<file path="config.mk">
export PLATFORM = sky130hd
export DESIGN_NAME = pi_tx_handshake_flat
export DESIGN_NICKNAME = d
export VERILOG_FILES = /design/src/rtl/pi_link_pkg.sv /design/src/rtl/pi_tx_handshake_if.sv /design/src/rtl/sync_fifo.sv /design/src/rtl/pi_tx_handshake.sv /design/src/flat_wrapper.sv
export SDC_FILE = /design/constraint.sdc
export NUM_CORES = 1
export LEC_CHECK = 0
export CAP_MARGIN = 20
export CORE_MARGIN = 2
export CORE_UTILIZATION = 53
export DETAILED_ROUTE_END_ITERATION = 7
export HOLD_SLACK_MARGIN = 0.15
export PLACE_DENSITY = 0.76
export SYNTH_ARGS = -nofsm -noshare
export SYNTH_HDL_FRONTEND = slang
export SYNTH_SLANG_ARGS = --single-unit
</file>
<file path="constraint.sdc">
create_clock -name clk -period 2.89 [get_ports clk]
set_clock_uncertainty 0.15 [all_clocks]
set_input_delay 0.578 -clock clk [delete_from_list [all_inputs] [get_ports clk]]
set_output_delay 0.578 -clock clk [all_outputs]
set_load 0.03 [all_outputs]
</file>
<file path="src/rtl/pi_link_pkg.sv">
`default_nettype none
// ============================================================================
// Module      : pi_link_pkg
// Description : Shared definitions for the Raspberry Pi PMOD link (both the
//               Pi-to-FPGA and FPGA-to-Pi directions).
//               - PMOD_W       : width of the PMOD data bus
//               - SYNC_STAGES  : depth of the ack/req pin synchronisers
//               - link_state_t : four-phase handshake state encoding
// Revision    : 1.0 - initial release
// ============================================================================
package pi_link_pkg;

    localparam int PMOD_W      = 8;
    localparam int SYNC_STAGES = 2;

    typedef enum logic [1:0] {
        IDLE    = 2'd0,
        SETUP   = 2'd1,
        REQ_HI  = 2'd2,
        WAIT_LO = 2'd3
    } link_state_t;

endpackage : pi_link_pkg
`default_nettype wire

</file>
<file path="src/rtl/pi_tx_handshake_if.sv">
`default_nettype none
// ============================================================================
// Module      : pi_tx_handshake_if
// Description : Fabric byte stream plus PMOD handshake pins of the FPGA-to-Pi
//               transmitter.
//               tx_data/tx_valid/tx_ready : fabric valid/ready byte stream
//               pi_ack_raw                : asynchronous ack pin from the Pi
//               pmod_out/fpga_req         : byte and request strobe to the Pi
//               busy/timeout_err          : status
//               master : fabric + Pi side (drives tx_*, pi_ack_raw)
//               slave  : transmitter side
// Revision    : 1.0 - initial release
// ============================================================================
interface pi_tx_handshake_if;
    import pi_link_pkg::*;

    logic [PMOD_W-1:0] tx_data;
    logic              tx_valid;
    logic              tx_ready;
    logic              pi_ack_raw;
    logic [PMOD_W-1:0] pmod_out;
    logic              fpga_req;
    logic              busy;
    logic              timeout_err;

    modport master (
        output tx_data, tx_valid, pi_ack_raw,
        input  tx_ready, pmod_out, fpga_req, busy, timeout_err
    );

    modport slave (
        input  tx_data, tx_valid, pi_ack_raw,
        output tx_ready, pmod_out, fpga_req, busy, timeout_err
    );

endinterface : pi_tx_handshake_if
`default_nettype wire

</file>
<file path="src/rtl/sync_fifo.sv">
`default_nettype none
// ============================================================================
// Module      : sync_fifo
// Description : Single-clock first-word-fall-through FIFO. dout always shows
//               the head entry; rd_en pops it. Writes while full and reads
//               while empty are ignored.
//               clk, reset      : clock, synchronous active-high reset
//               wr_en, din      : push
//               rd_en, dout     : pop / head data
//               full, empty     : status flags
//               count           : number of stored entries
// Revision    : 1.0 - initial release
// ============================================================================
module sync_fifo #(
    parameter int DEPTH = 4,   // power of two
    parameter int WIDTH = 8
) (
    input  wire logic                     clk,
    input  wire logic                     reset,
    input  wire logic                     wr_en,
    input  wire logic [WIDTH-1:0]         din,
    input  wire logic                     rd_en,
    output logic      [WIDTH-1:0]         dout,
    output logic                          full,
    output logic                          empty,
    output logic      [$clog2(DEPTH):0]   count
);

    localparam int               c_AW      = $clog2(DEPTH);
    localparam logic [c_AW-1:0]  c_PTR_ONE = c_AW'(1);
    localparam logic [c_AW:0]    c_CNT_ONE = (c_AW + 1)'(1);
    localparam logic [c_AW:0]    c_CNT_MAX = (c_AW + 1)'(DEPTH);

    logic [WIDTH-1:0] r_mem [DEPTH];
    logic [c_AW-1:0]  r_wr_ptr;
    logic [c_AW-1:0]  r_rd_ptr;
    logic [c_AW:0]    r_count;
    logic             w_wr;
    logic             w_rd;

    assign w_wr  = wr_en && !full;
    assign w_rd  = rd_en && !empty;
    assign full  = (r_count == c_CNT_MAX);
    assign empty = (r_count == '0);
    assign count = r_count;
    assign dout  = r_mem[r_rd_ptr];

    // Storage carries no reset; only the pointers define what is valid.
    always_ff @(posedge clk) begin
        if (w_wr) begin
            r_mem[r_wr_ptr] <= din;
        end
    end

    // Power-of-two depth lets the pointers wrap by plain overflow.
    always_ff @(posedge clk) begin
        if (reset) begin
            r_wr_ptr <= '0;
            r_rd_ptr <= '0;
            r_count  <= '0;
        end else begin
            if (w_wr) begin
                r_wr_ptr <= r_wr_ptr + c_PTR_ONE;
            end
            if (w_rd) begin
                r_rd_ptr <= r_rd_ptr + c_PTR_ONE;
            end
            case ({w_wr, w_rd})
                2'b10:   r_count <= r_count + c_CNT_ONE;
                2'b01:   r_count <= r_count - c_CNT_ONE;
                default: r_count <= r_count;
            endcase
        end
    end

endmodule : sync_fifo
`default_nettype wire

</file>
<file path="src/rtl/pi_tx_handshake.sv">
`default_nettype none
// ============================================================================
// Module      : pi_tx_handshake
// Description : FPGA-to-Raspberry-Pi byte transmitter over the 8-bit PMOD
//               bus using a four-phase req/ack handshake. Fabric bytes are
//               buffered in a small FIFO; each byte is presented on pmod_out,
//               held for SETUP_CYCLES, then strobed with fpga_req until the
//               Pi acks. Each ack edge is guarded by an optional timeout.
//               clk, reset : clock, synchronous active-high reset
//               bus        : pi_tx_handshake_if.slave
//                            (tx_data/tx_valid/tx_ready, pi_ack_raw,
//                             pmod_out, fpga_req, busy, timeout_err)
// Revision    : 1.0 - initial release
// ============================================================================
module pi_tx_handshake
    import pi_link_pkg::*;
#(
    parameter int FIFO_DEPTH     = 4,        // power of two, 2..16
    parameter int SETUP_CYCLES   = 2,        // 1..15
    parameter int TIMEOUT_CYCLES = 1000000   // 0 disables the timeout
) (
    input  wire logic        clk,
    input  wire logic        reset,
    pi_tx_handshake_if.slave bus
);

    localparam int               c_CW           = $clog2(FIFO_DEPTH) + 1;
    localparam int               c_TW           = (TIMEOUT_CYCLES < 2) ? 1 : $clog2(TIMEOUT_CYCLES);
    localparam logic [3:0]       c_SETUP_LAST   = 4'(SETUP_CYCLES - 1);
    localparam logic [3:0]       c_SETUP_ONE    = 4'd1;
    localparam logic [c_TW-1:0]  c_TIMEOUT_LAST = c_TW'(TIMEOUT_CYCLES - 1);
    localparam logic [c_TW-1:0]  c_TO_ONE       = c_TW'(1);
    localparam logic             c_TIMEOUT_EN   = (TIMEOUT_CYCLES != 0);

    logic [SYNC_STAGES-1:0] r_ack_sync;   // [0] = ack_p1, [last] = ack
    logic                   w_ack;
    link_state_t            r_state;
    logic [PMOD_W-1:0]      r_pmod;
    logic                   r_req;
    logic                   r_err;
    logic                   r_avail;
    logic [3:0]             r_setup_cnt;
    logic [c_TW-1:0]        r_to_cnt;
    logic                   w_timeout;
    logic                   w_pop;
    logic [PMOD_W-1:0]      w_fifo_dout;
    logic                   w_fifo_full;
    logic                   w_fifo_empty;
    logic [c_CW-1:0]        w_fifo_count;

    sync_fifo #(
        .DEPTH (FIFO_DEPTH),
        .WIDTH (PMOD_W)
    ) u_fifo (
        .clk   (clk),
        .reset (reset),
        .wr_en (bus.tx_valid),
        .din   (bus.tx_data),
        .rd_en (w_pop),
        .dout  (w_fifo_dout),
        .full  (w_fifo_full),
        .empty (w_fifo_empty),
        .count (w_fifo_count)
    );

    // Ack pin synchroniser; the FSM only ever looks at the last stage.
    always_ff @(posedge clk) begin
        if (reset) begin
            r_ack_sync <= '0;
        end else begin
            r_ack_sync <= {r_ack_sync[SYNC_STAGES-2:0], bus.pi_ack_raw};
        end
    end

    assign w_ack     = r_ack_sync[SYNC_STAGES-1];
    assign w_timeout = c_TIMEOUT_EN && (r_to_cnt == c_TIMEOUT_LAST);

    // r_avail is the FIFO non-empty flag one cycle late, which keeps the
    // fabric write off the pop/load path. Its lag after a pop is harmless:
    // the FSM spends at least three cycles away from IDLE per byte.
    assign w_pop = (r_state == IDLE) && r_avail && !w_ack && !w_fifo_empty;

    always_ff @(posedge clk) begin
        if (reset) begin
            r_state     <= IDLE;
            r_pmod      <= '0;
            r_req       <= 1'b0;
            r_err       <= 1'b0;
            r_avail     <= 1'b0;
            r_setup_cnt <= '0;
            r_to_cnt    <= '0;
        end else begin
            r_avail <= !w_fifo_empty;
            case (r_state)
                IDLE: begin
                    // A Pi still holding ack high blocks the next byte.
                    if (w_pop) begin
                        r_pmod      <= w_fifo_dout;
                        r_setup_cnt <= '0;
                        r_state     <= SETUP;
                    end
                end
                SETUP: begin
                    if (r_setup_cnt == c_SETUP_LAST) begin
                        r_req    <= 1'b1;
                        r_to_cnt <= '0;
                        r_state  <= REQ_HI;
                    end else begin
                        r_setup_cnt <= r_setup_cnt + c_SETUP_ONE;
                    end
                end
                REQ_HI: begin
                    if (w_ack) begin
                        r_req    <= 1'b0;
                        r_to_cnt <= '0;
                        r_state  <= WAIT_LO;
                    end else if (w_timeout) begin
                        // Abandon the byte; no retry.
                        r_err    <= 1'b1;
                        r_req    <= 1'b0;
                        r_to_cnt <= '0;
                        r_state  <= WAIT_LO;
                    end else begin
                        r_to_cnt <= r_to_cnt + c_TO_ONE;
                    end
                end
                WAIT_LO: begin
                    if (!w_ack) begin
                        r_state <= IDLE;
                    end else if (w_timeout) begin
                        r_err   <= 1'b1;
                        r_state <= IDLE;
                    end else begin
                        r_to_cnt <= r_to_cnt + c_TO_ONE;
                    end
                end
                default: begin
                    r_req   <= 1'b0;
                    r_state <= IDLE;
                end
            endcase
        end
    end

    assign bus.tx_ready    = !w_fifo_full;
    assign bus.pmod_out    = r_pmod;
    assign bus.fpga_req    = r_req;
    assign bus.timeout_err = r_err;
    assign bus.busy        = (w_fifo_count != '0) || (r_state != IDLE);

endmodule : pi_tx_handshake
`default_nettype wire
</file>
<file path="src/flat_wrapper.sv">
// flat-port wrapper written by rule: the top's interface ports become plain ports
module pi_tx_handshake_flat import pi_link_pkg::*;
#(
    parameter int FIFO_DEPTH     = 4,                              
    parameter int SETUP_CYCLES   = 2,                
    parameter int TIMEOUT_CYCLES = 1000000                            
)
  (clk, reset, bus_tx_data, bus_tx_valid, bus_pi_ack_raw, bus_tx_ready, bus_pmod_out, bus_fpga_req, bus_busy, bus_timeout_err);
  pi_tx_handshake_if bus_i ();
  input  wire logic clk;
  input  wire logic reset;
  input wire logic [$bits(bus_i.tx_data)-1:0] bus_tx_data;
  input wire logic [$bits(bus_i.tx_valid)-1:0] bus_tx_valid;
  input wire logic [$bits(bus_i.pi_ack_raw)-1:0] bus_pi_ack_raw;
  output wire logic [$bits(bus_i.tx_ready)-1:0] bus_tx_ready;
  output wire logic [$bits(bus_i.pmod_out)-1:0] bus_pmod_out;
  output wire logic [$bits(bus_i.fpga_req)-1:0] bus_fpga_req;
  output wire logic [$bits(bus_i.busy)-1:0] bus_busy;
  output wire logic [$bits(bus_i.timeout_err)-1:0] bus_timeout_err;
  assign bus_i.tx_data = bus_tx_data;
  assign bus_i.tx_valid = bus_tx_valid;
  assign bus_i.pi_ack_raw = bus_pi_ack_raw;
  assign bus_tx_ready = bus_i.tx_ready;
  assign bus_pmod_out = bus_i.pmod_out;
  assign bus_fpga_req = bus_i.fpga_req;
  assign bus_busy = bus_i.busy;
  assign bus_timeout_err = bus_i.timeout_err;
  pi_tx_handshake #(.FIFO_DEPTH(FIFO_DEPTH), .SETUP_CYCLES(SETUP_CYCLES), .TIMEOUT_CYCLES(TIMEOUT_CYCLES)) u_core (.clk(clk), .reset(reset), .bus(bus_i));
endmodule
</file>
==> flow_results.xml <==
<?xml version="1.0" encoding="UTF-8"?>
<metrics>
  <group name="placement">
    <metric name="detailedPlacementHpwl" unit="mm">4.77</metric>
    <metric name="post_dp_cell_area" unit="um^2">3890</metric>
    <metric name="io_buffers" unit="">23</metric>
    <metric name="final_weighted_congestion_in_routability_driven_placement" unit="">0.785</metric>
    <metric name="placed_cells_incl_taps" unit="">427</metric>
  </group>
  <group name="setup_path">
    <metric name="critical_path_slowest_stage_cell" unit="">clkdlybuf4s50_1</metric>
    <metric name="crit_type" unit="">flop to output pin</metric>
    <metric name="worstPathRequired" unit="ps">2160</metric>
    <metric name="cp_data_arrival_time" unit="ps">1910</metric>
    <metric name="critPathLaunchType" unit="">flop</metric>
    <metric name="cp-end-kind" unit="">output pin</metric>
    <metric name="r2r_setup_slack" unit="ps">370</metric>
    <metric name="cp_slowest_stage_delay" unit="ps">660</metric>
    <metric name="reg2regPathDepth" unit="">11</metric>
    <metric name="path_max_fanout" unit="">5</metric>
    <metric name="crit_path_cell_trace" unit="">inv_1, ha_1, buf_4, nand2_1, clkdlybuf4s50_1</metric>
  </group>
  <group name="detailed_routing">
    <metric name="drt_wl_total" unit="mm">6.83</metric>
    <metric name="drc" unit="">0</metric>
    <metric name="routed_wire_length_per_instance" unit="um">15.4</metric>
    <metric name="drt_pass1_iterations" unit="">5</metric>
    <metric name="detailroute.via_count" unit="">2575</metric>
    <metric name="antenna_violating_nets_post_route" unit="">0</metric>
    <metric name="via_per_inst" unit="">5.81</metric>
    <metric name="drt-initial-drc-count" unit="">227</metric>
  </group>
  <group name="layout">
    <metric name="fill_cells" unit="">524</metric>
    <metric name="post-route-util" unit="%">63.2</metric>
    <metric name="drive_gt1_share" unit="%">13.1</metric>
    <metric name="finish.cell_count_without_fillers" unit="">443</metric>
    <metric name="postLayoutCellArea" unit="um^2">4080</metric>
    <metric name="layout.nets" unit="">387</metric>
    <metric name="flow.area_growth_from_synthesis" unit="%">13.8</metric>
    <metric name="antenna_cells" unit="">0</metric>
  </group>
  <group name="synthesis">
    <metric name="synth_warnings" unit="">0</metric>
    <metric name="yosys_most_used_dff" unit="">dfxtp_1</metric>
    <metric name="yosysTopAreaCellShare" unit="%">26.8</metric>
    <metric name="synth-seq-area-share" unit="%">52.5</metric>
    <metric name="number_of_synthesized_flops_with_an_enable_pin" unit="">32</metric>
    <metric name="synth.lib_cells_used.distinct" unit="">54</metric>
    <metric name="synth_top_area_cell" unit="">edfxtp_1</metric>
    <metric name="most_frequent_cell_after_synthesis" unit="">dfxtp_1</metric>
    <metric name="avgSynthCellArea" unit="um^2">10.8</metric>
    <metric name="synthesis.nets" unit="">359</metric>
    <metric name="synth_top_area_cells" unit="">edfxtp_1 (27%), dfxtp_1 (26%), mux4_2 (5.0%)</metric>
    <metric name="post_synth_inst_count" unit="">333</metric>
    <metric name="yosys-top-cells-count" unit="">dfxtp_1 (46), nand2_1 (34), edfxtp_1 (32), nor2_1 (25), a21oi_1 (20)</metric>
    <metric name="async_flop_share" unit="%">0</metric>
    <metric name="postSynthRegisterBits" unit="">78</metric>
    <metric name="area_of_the_mapped_netlist" unit="um^2">3590</metric>
  </group>
  <group name="sta">
    <metric name="timing.final.hold_violations" unit="">0</metric>
    <metric name="grt_setup_unrepaired" unit="">false</metric>
    <metric name="timing.max_slew.rel_slack" unit="%">53.9</metric>
    <metric name="fin_tns_setup" unit="ps">0</metric>
    <metric name="post-route-period-util" unit="%">91.4</metric>
    <metric name="finalSetupViolCount" unit="">0</metric>
    <metric name="worstMarginPinSlew" unit="ps">685</metric>
    <metric name="fmax" unit="MHz">379</metric>
    <metric name="timing.final.crit_period" unit="ps">2640</metric>
    <metric name="drv_slew" unit="">0</metric>
  </group>
  <group name="floorplanning">
    <metric name="pin_count" unit="">24</metric>
    <metric name="core_region_area" unit="um^2">6460</metric>
    <metric name="floorplan.die.width" unit="um">86.3</metric>
    <metric name="num_rows" unit="">29</metric>
    <metric name="area_enclosed_by_the_die_boundary" unit="um^2">7440</metric>
    <metric name="die_h" unit="um">86.3</metric>
    <metric name="floorplan.initialDensity" unit="%">55.5</metric>
  </group>
  <group name="cts">
    <metric name="clkTransAtPathRegs" unit="ps">80</metric>
    <metric name="post_cts_buffers" unit="">0</metric>
    <metric name="cts_tree" unit="">built</metric>
    <metric name="cts_hold_buf" unit="">0</metric>
    <metric name="cts-htree-levels" unit="">3</metric>
    <metric name="cts_num_sinks" unit="">78</metric>
    <metric name="clkLatencyLatePin" unit="ps">350</metric>
    <metric name="cts-buffers-inserted" unit="">9</metric>
    <metric name="cts-root-to-sink-buffers" unit="">2</metric>
    <metric name="cts.root.buffer_cell" unit="">clkbuf_8</metric>
    <metric name="postCtsResizedCells" unit="">0</metric>
  </group>
  <group name="hold_path">
    <metric name="whs_path_depth" unit="">2</metric>
    <metric name="worstHoldPathType" unit="">flop to flop</metric>
  </group>
  <group name="global_routing">
    <metric name="grt_pass1_wl" unit="mm">11.4</metric>
    <metric name="grt.overflow.total" unit="">0</metric>
    <metric name="globalRouteTotalUtil" unit="%">19.8</metric>
    <metric name="groute.layer.met2.usage" unit="%">32.6</metric>
    <metric name="via_count_of_the_first_global_routing_pass" unit="">2434</metric>
    <metric name="antenna_violations_before_repair" unit="">0</metric>
    <metric name="grtUsageMet3" unit="%">5.62</metric>
    <metric name="grt_max_degree" unit="">27</metric>
    <metric name="met1_usage" unit="%">25.3</metric>
    <metric name="grt.busiest_layer" unit="">met2</metric>
  </group>
  <group name="power_and_ir_drop">
    <metric name="peak_supply_drop" unit="V">0.000353</metric>
    <metric name="powerDensity" unit="nW/um^2">641</metric>
    <metric name="leakage" unit="uW">0.00134</metric>
  </group>
  <group name="job">
    <metric name="max_cap_violations" unit="">0</metric>
  </group>
  <group name="run_status">
    <metric name="status" unit="">complete, no violations</metric>
  </group>
</metrics>
-- kinds of logic (layout without fill, tap and decap cells) --
logic type                 after synthesis  in the layout  synth area share (%)
buffers and inverters                   32             65                  4.19
adders and majority gates               14             14                  5.09
DFF                                     78             78                  52.5
AOI/OAI and AO/OA                       76             76                  14.4
xor gates and xnor gates                 8              8                  1.95
and+or+nand+nor                        116            116                  16.6
muxes                                    9              9                  5.30
-- power by group --
| group | internal (uW) | switching (uW) | leakage, uW |
|---|---|---|---|
| clock network | 397 | 386 | 0.0000923 |
| registers | 1230 | 61.0 | 0.000666 |
| logic | 227 | 316 | 0.000582 |
| total | 1850 | 763 | 0.00134 |
-- state kept, by name, summed over array words and instances, names as in the netlist, 2 cells and up --
signal                  count
u_core.u_fifo.r_mem        32
u_core.r_to_cnt            20
u_core.bus.pmod_out         8
u_core.r_setup_cnt          4
u_core.u_fifo.count         3
u_core.r_ack_sync           2
u_core.r_state              2
u_core.u_fifo.r_rd_ptr      2
u_core.u_fifo.r_wr_ptr      2
-- cell type report --
class	instances	area, um^2	area share, %
timing repair buffer	31	290	7.11
clock inverter	6	63.8	1.56
inverter	18	67.6	1.65
clock buffer	10	128	3.13
sequential	78	1880	46.1
tap	77	96.3	2.36
multi-input combinational	223	1560	38.1
-- worst max-delay path, delay by kind of cell (launching register included) --
kind | cells | cell delay [ps]
flip-flops | 1 | 380
buffers and inverters | 3 | 910
adder cells (fa/ha/maj) | 1 | 210
AND/OR/NAND/NOR | 1 | 60
-- metal layers --
layer / wire (um) / vias to the layer above
li1: - / 1274
met1: 3060 / 1224
met2: 3360 / 73
met3: 361 / 4
met4: 52 / 0
met5: 0 / -
-- stage by stage --
stage | setup slack (ps) | power, uW | hold WS [ps]
6_report | 248 | 2620 | 304
3_3_place_gp | 222 | 1850 | 269
5_1_grt | 146 | 2760 | 332
4_1_cts | 224 | 2640 | 309
2_1_floorplan | 1.09 | 1700 | 264
3_5_place_dp | 152 | 1860 | 298
-- layout by cell type (no fill, tap or decap), types with 3 or more instances in the layout --
master / count
nor2_1: 25
xor2_1: 4
or3_1: 13
and3_1: 4
o21ai_1: 9
mux4_2: 8
clkbuf_8: 9
dfxtp_1: 46
o31ai_1: 4
and2_1: 3
a21oi_1: 20
buf_4: 8
o21ai_0: 9
or4_1: 5
inv_1: 18
nor2b_1: 3
nand2_1: 34
nand3_1: 9
ha_1: 13
xnor2_1: 4
a211oi_1: 3
nor3_1: 3
nand4_1: 5
o211ai_1: 4
a21oi_2: 9
edfxtp_1: 32
clkdlybuf4s50_1: 23
-- path summary, 6_finish.rpt --
path | startpoint | endpoint
worst max-delay path | u_core.r_state[0] | bus_busy
worst min-delay path | u_core.bus.pmod_out[6] | u_core.bus.pmod_out[6]
worst max register to register | u_core.r_state[0] | u_core.u_fifo.count[2]
worst min register to register | u_core.bus.pmod_out[6] | u_core.bus.pmod_out[6]
(Power assumes the default switching activity.)
